`src/rtl/mul_share_arb.sv`:
```
// mul_share_arb: round-robin sharing of one external combinational 12x12 multiplier
// among NREQ requesters, through an operand stage (s1) and a result stage (s2).
module mul_share_arb #(
  parameter int NREQ = 4,
  parameter int DW   = 12,
  parameter int RW   = 25,
  localparam int IW  = (NREQ > 1) ? $clog2(NREQ) : 1
) (
  input  logic               clk,
  input  logic               rst,
  input  logic [NREQ-1:0]    req_valid,
  output logic [NREQ-1:0]    req_ready,
  input  logic [NREQ*DW-1:0] req_a,
  input  logic [NREQ*DW-1:0] req_b,
  output logic [DW-1:0]      mul_x,
  output logic [DW-1:0]      mul_y,
  input  logic [RW-1:0]      mul_res,
  output logic               rsp_valid,
  input  logic               rsp_ready,
  output logic [IW-1:0]      rsp_id,
  output logic [RW-1:0]      rsp_res,
  output logic [15:0]        done_cnt
);

  logic [IW-1:0] r_ptr;
  logic [IW-1:0] r_s1_id;
  logic          r_s1_vld;
  logic [DW-1:0] r_mul_x;
  logic [DW-1:0] r_mul_y;
  logic          r_rsp_valid;
  logic [IW-1:0] r_rsp_id;
  logic [RW-1:0] r_rsp_res;
  logic [15:0]   r_done_cnt;

  logic          w_s2_free;
  logic          w_s1_adv;
  logic          w_acc_en;
  logic          w_found;
  logic          w_accept;
  logic [IW-1:0] w_gnt;
  logic [IW-1:0] w_idx;

  assign w_s2_free = !r_rsp_valid || rsp_ready;
  assign w_s1_adv  = r_s1_vld && w_s2_free;
  assign w_acc_en  = !r_s1_vld || w_s1_adv;
  assign w_accept  = w_acc_en && w_found;

  // Round-robin scan starting just after the last grant; with nothing valid the
  // grant index rests on the head of the scan so req_ready stays one-hot.
  always_comb begin
    w_found = 1'b0;
    w_idx   = '0;
    w_gnt   = IW'((int'(r_ptr) + 1) % NREQ);
    for (int k = 0; k < NREQ; k++) begin
      w_idx = IW'((int'(r_ptr) + 1 + k) % NREQ);
      if (!w_found && req_valid[w_idx]) begin
        w_found = 1'b1;
        w_gnt   = w_idx;
      end else begin
        w_found = w_found;
      end
    end
  end

  // Ready is offered only to the granted requester.
  always_comb begin
    req_ready        = '0;
    req_ready[w_gnt] = w_acc_en;
  end

  // Operand stage: samples the granted operands, holds them while stalled.
  always_ff @(posedge clk) begin
    if (!rst) begin
      r_ptr    <= IW'(NREQ - 1);
      r_s1_id  <= '0;
      r_s1_vld <= 1'b0;
      r_mul_x  <= '0;
      r_mul_y  <= '0;
    end else if (w_accept) begin
      r_ptr    <= w_gnt;
      r_s1_id  <= w_gnt;
      r_s1_vld <= 1'b1;
      r_mul_x  <= req_a[w_gnt*DW +: DW];
      r_mul_y  <= req_b[w_gnt*DW +: DW];
    end else if (w_acc_en) begin
      r_s1_vld <= 1'b0;
    end else begin
      r_s1_vld <= r_s1_vld;
    end
  end

  // Result stage: captures the multiplier output as s1 advances.
  always_ff @(posedge clk) begin
    if (!rst) begin
      r_rsp_valid <= 1'b0;
      r_rsp_id    <= '0;
      r_rsp_res   <= '0;
    end else if (w_s1_adv) begin
      r_rsp_valid <= 1'b1;
      r_rsp_id    <= r_s1_id;
      r_rsp_res   <= mul_res;
    end else if (rsp_ready) begin
      r_rsp_valid <= 1'b0;
    end else begin
      r_rsp_valid <= r_rsp_valid;
    end
  end

  // Completed-response counter, wraps naturally at 16 bits.
  always_ff @(posedge clk) begin
    if (!rst) begin
      r_done_cnt <= 16'd0;
    end else if (r_rsp_valid && rsp_ready) begin
      r_done_cnt <= r_done_cnt + 16'd1;
    end else begin
      r_done_cnt <= r_done_cnt;
    end
  end

  assign mul_x     = r_mul_x;
  assign mul_y     = r_mul_y;
  assign rsp_valid = r_rsp_valid;
  assign rsp_id    = r_rsp_id;
  assign rsp_res   = r_rsp_res;
  assign done_cnt  = r_done_cnt;

endmodule

```
`config.mk`:
```
export PLATFORM = sky130hd
export DESIGN_NAME = mul_share_arb
export DESIGN_NICKNAME = d
export VERILOG_FILES = /design/src/rtl/mul_share_arb.sv
export SDC_FILE = /design/constraint.sdc
export NUM_CORES = 1
export LEC_CHECK = 0
export ABC_AREA = 1
export BUFFER_PORTS_ARGS = -buffer_cell sky130_fd_sc_hd__buf_2
export CORE_ASPECT_RATIO = 1.4
export CORE_MARGIN = 4
export CORE_UTILIZATION = 30
export DETAILED_ROUTE_END_ITERATION = 10
export GPL_TIMING_DRIVEN = 0
export SYNTH_ARGS = -nofsm -noshare
export SYNTH_HDL_FRONTEND = slang
export SYNTH_SLANG_ARGS = --single-unit
```
`constraint.sdc`:
```
create_clock -name clk -period 3 [get_ports clk]
set_input_delay 0.3 -clock clk [delete_from_list [all_inputs] [get_ports clk]]
set_output_delay 0.3 -clock clk [all_outputs]
set_load 0.05 [all_outputs]
```
==> results.cfg <==
[grt]
grt_use_met3_pct = 4.85
grt_util_met1_pct = 20.7
grt_max_degree = 14
grt_pass1_vias = 4818
antenna_found_initial = 0
overflow = 0
grt.total_usage_pct = 18.0
grt_pass1_wl_mm = 23.5
busiest_layer = met2
met2_usage_pct = 32.0

[route]
drtPass1Iterations = 5
drt_iter0_drc = 201
postRouteWirelength_mm = 15.0
drcViolationCount = 0
avgViaCountPerCell = 4.55
antenna_left = 0
vias = 4928
wl_per_cell_um = 13.9

[setup_path]
cp_slowest_stage_delay_ns = 0.38
cp_num_cells = 13
end_kind = output pin
cp_data_arrival_time_ns = 2.46
crit_type = flip-flop to output pin
reg2reg_depth = 12
crit_buf_inv = 5
cpMostUsedCell = nand2_1
cp_data_required_time_ns = 2.70
crit_path_cell_trace = buf_4, nand2_1, nand2_2, nand2_1, nand2_1, inv_2, nand3_4, clkinv_1, nand2_1, nand2_2, buf_2, nor3_1, buf_2
cp_max_fo = 10
crit_path_top_delay_cell = dfxtp_1
crit_path_start_kind = flip-flop
critPathTopFamily = buffers and inverters

[clocking]
cts_tree = yes
numCtsBuffers = 9
clkSinkCount = 73
cts.htree.levels = 3
clock_path_buffers = 2
clkTransAtPathRegs_ns = 0.06
holdBufCountCts = 0
clock-root-buffer = clkbuf_16
clk_latency_ns = 0.33

[die]
die_height_um = 150
fp.dieW_um = 110
fp-row-count = 51
io_pins = 200
die_area_um2 = 16500
design.core.area_um2 = 14000
start_util_pct = 30.9

[job]
cap_violations = 0

[finish]
final_core_util_pct = 42.0
area_growth_pct = 36.1
fin_nets = 1023
drive_above_1_share_pct = 31.0
diodes = 0

[sta]
finalCriticalPeriod_ns = 2.76
worst_pin_slew_ns = 0.627
fmax_mhz = 362
hold_violations = 0
slew_headroom_pct = 58.2
rsz0062_at_grt = false
fin_crit_sh_pct = 92.0
tns_ns = 0
setup_viol = 0
fin_skew_ns = 0.00495
slew_viol_final = 0

[synthesis]
yosysUniqueCellTypes = 33
synth-seq-cells = 73
synth_seq_area_share_pct = 33.7
syn_avg_cell_area_um2 = 6.33
synth-warning-count = 0
synth_cells = 685
synth_fp_nets = 814
syn_area_um2 = 4340

[placed_design]
dp_hpwl_mm = 11.9
io_buffers = 199
routabilityCongestion = 0.866

[power]
ir_worst_vdd_mv = 0.731
power.density_nw_per_um2 = 1340
p_leak_nw = 3.34

[min_path]
hp-class = input pin to flip-flop
worst_hold_path.num_cells = 3

[status]
outcome = complete, no violations
## registers in the layout, indices dropped and copies added (netlist names)
| signal | count |
|---|---|
| done_cnt | 16 |
| mul_x | 12 |
| mul_y | 12 |
| r_ptr | 2 |
| r_s1_id | 2 |
| r_s1_vld | 1 |
| rsp_id | 2 |
| rsp_res | 25 |
| rsp_valid | 1 |
## layout by cell type, fill, tap and decap left out, drive strengths merged
cell      count
nand3b        1
nor3b         2
ha            1
bufinv        3
inv          52
nor2        118
clkinvlp      1
clkbuf       23
nand4         5
clkinv        3
a21oi        11
dfxtp        73
nand3       111
buf         223
nor3          6
xor2          3
o21a          2
nand2       219
o211ai        2
a211oi        1
o21ai        36
or2           2
## repair_timing
item | in CTS | in global routing
endpoints found under the setup margin | 0 | 2
setup buffers | 0 | 0
gates resized for setup | 0 | 2
## cell families after synthesis
| family | Yosys count | share of synthesized area, % |
|---|---|---|
| and+or+nand+nor | 464 | 48.6 |
| buffers and inverters | 92 | 10.3 |
| DFF | 73 | 33.7 |
| AOI/OAI and AO/OA | 52 | 6.55 |
| xor gates and xnor gates | 3 | 0.606 |
| adders and majority gates | 1 | 0.289 |
## layout make-up
type                       count  area, um^2
clock inverter                 6         115
sequential                    73        1460
buffer                        38         241
fill                        1583        8140
timing repair buffer         199         998
clock buffer                   9         225
inverter                      53         199
multi-input combinational    520        2430
tap                          185         231
## worst register-to-register path, stage by stage (launching register included)
cell,delay [ns]
dfxtp_1,0.38
inv_2,0.06
buf_6,0.14
nand2_2,0.07
nand2_1,0.11
o21ai_4,0.24
nand3b_1,0.18
nand2_1,0.11
inv_2,0.16
buf_1,0.43
nand3_1,0.19
nand2_1,0.09
inv_1,0.03
## synth_stat cells
master	n	area share, %
nand2_1	209	18
nor2_1	117	10
xor2_1	3	0.61
nand3_2	21	4.8
inv_2	4	0.35
o211ai_1	2	0.35
a21oi_1	11	1.3
nand4_4	1	0.49
nor3b_1	2	0.35
clkinv_1	3	0.26
nand3_1	89	10
buf_2	15	1.7
buf_1	1	0.086
inv_1	46	4.0
nand4_1	4	0.58
nor3_1	6	0.69
nand2_4	3	0.78
buf_4	2	0.35
nand3_4	1	0.40
or2_2	2	0.29
dfxtp_1	73	34
buf_12	2	0.92
nor2_8	1	0.46
o21a_1	2	0.35
a211oi_1	1	0.17
nand3b_1	1	0.17
clkbuf_1	14	1.2
o21ai_4	1	0.38
buf_8	1	0.35
ha_1	1	0.29
buf_6	4	1.0
nand2_2	7	1.0
o21ai_0	35	4.0
## through the flow
| step | setup WS (ns) | cells | hold slack [ns] | power, mW | area, um^2 |
|---|---|---|---|---|---|
| 2_1_floorplan | 0.211 | 685 | 0.442 | 5.43 | 4340 |
| 3_3_place_gp | 0.509 | 1069 | 0.457 | 6.72 | 5560 |
| 3_5_place_dp | 0.466 | 1069 | 0.462 | 6.74 | 5560 |
| 4_1_cts | 0.0836 | 1084 | 0.202 | 8.02 | 5900 |
| 5_1_grt | 0.0254 | 1083 | 0.220 | 8.66 | 5900 |
| 6_report | 0.239 | 1083 | 0.217 | 7.94 | 5900 |
## layer usage
layer | vias to the layer above | part of all wire [%]
li1 | 2585 | -
met1 | 2133 | 42
met2 | 193 | 48
met3 | 17 | 8.6
met4 | 0 | 1.4
met5 | - | 0
## power breakdown
| part | internal (mW) | total (mW) | switching, mW |
|---|---|---|---|
| registers | 1.23 | 1.34 | 0.116 |
| logic | 1.59 | 5.34 | 3.75 |
| clock network | 0.814 | 1.25 | 0.436 |
## path summary, 6_finish.rpt
kind	start	endpoint	slack (ns)
max	r_ptr[0]	req_ready[2]	0.24
min	mul_res[18]	rsp_res[18]	0.22
min reg2reg	r_s1_id[1]	r_s1_id[1]	0.47
max reg2reg	r_ptr[0]	mul_x[11]	0.72
Power figures use the tool's default switching activity.
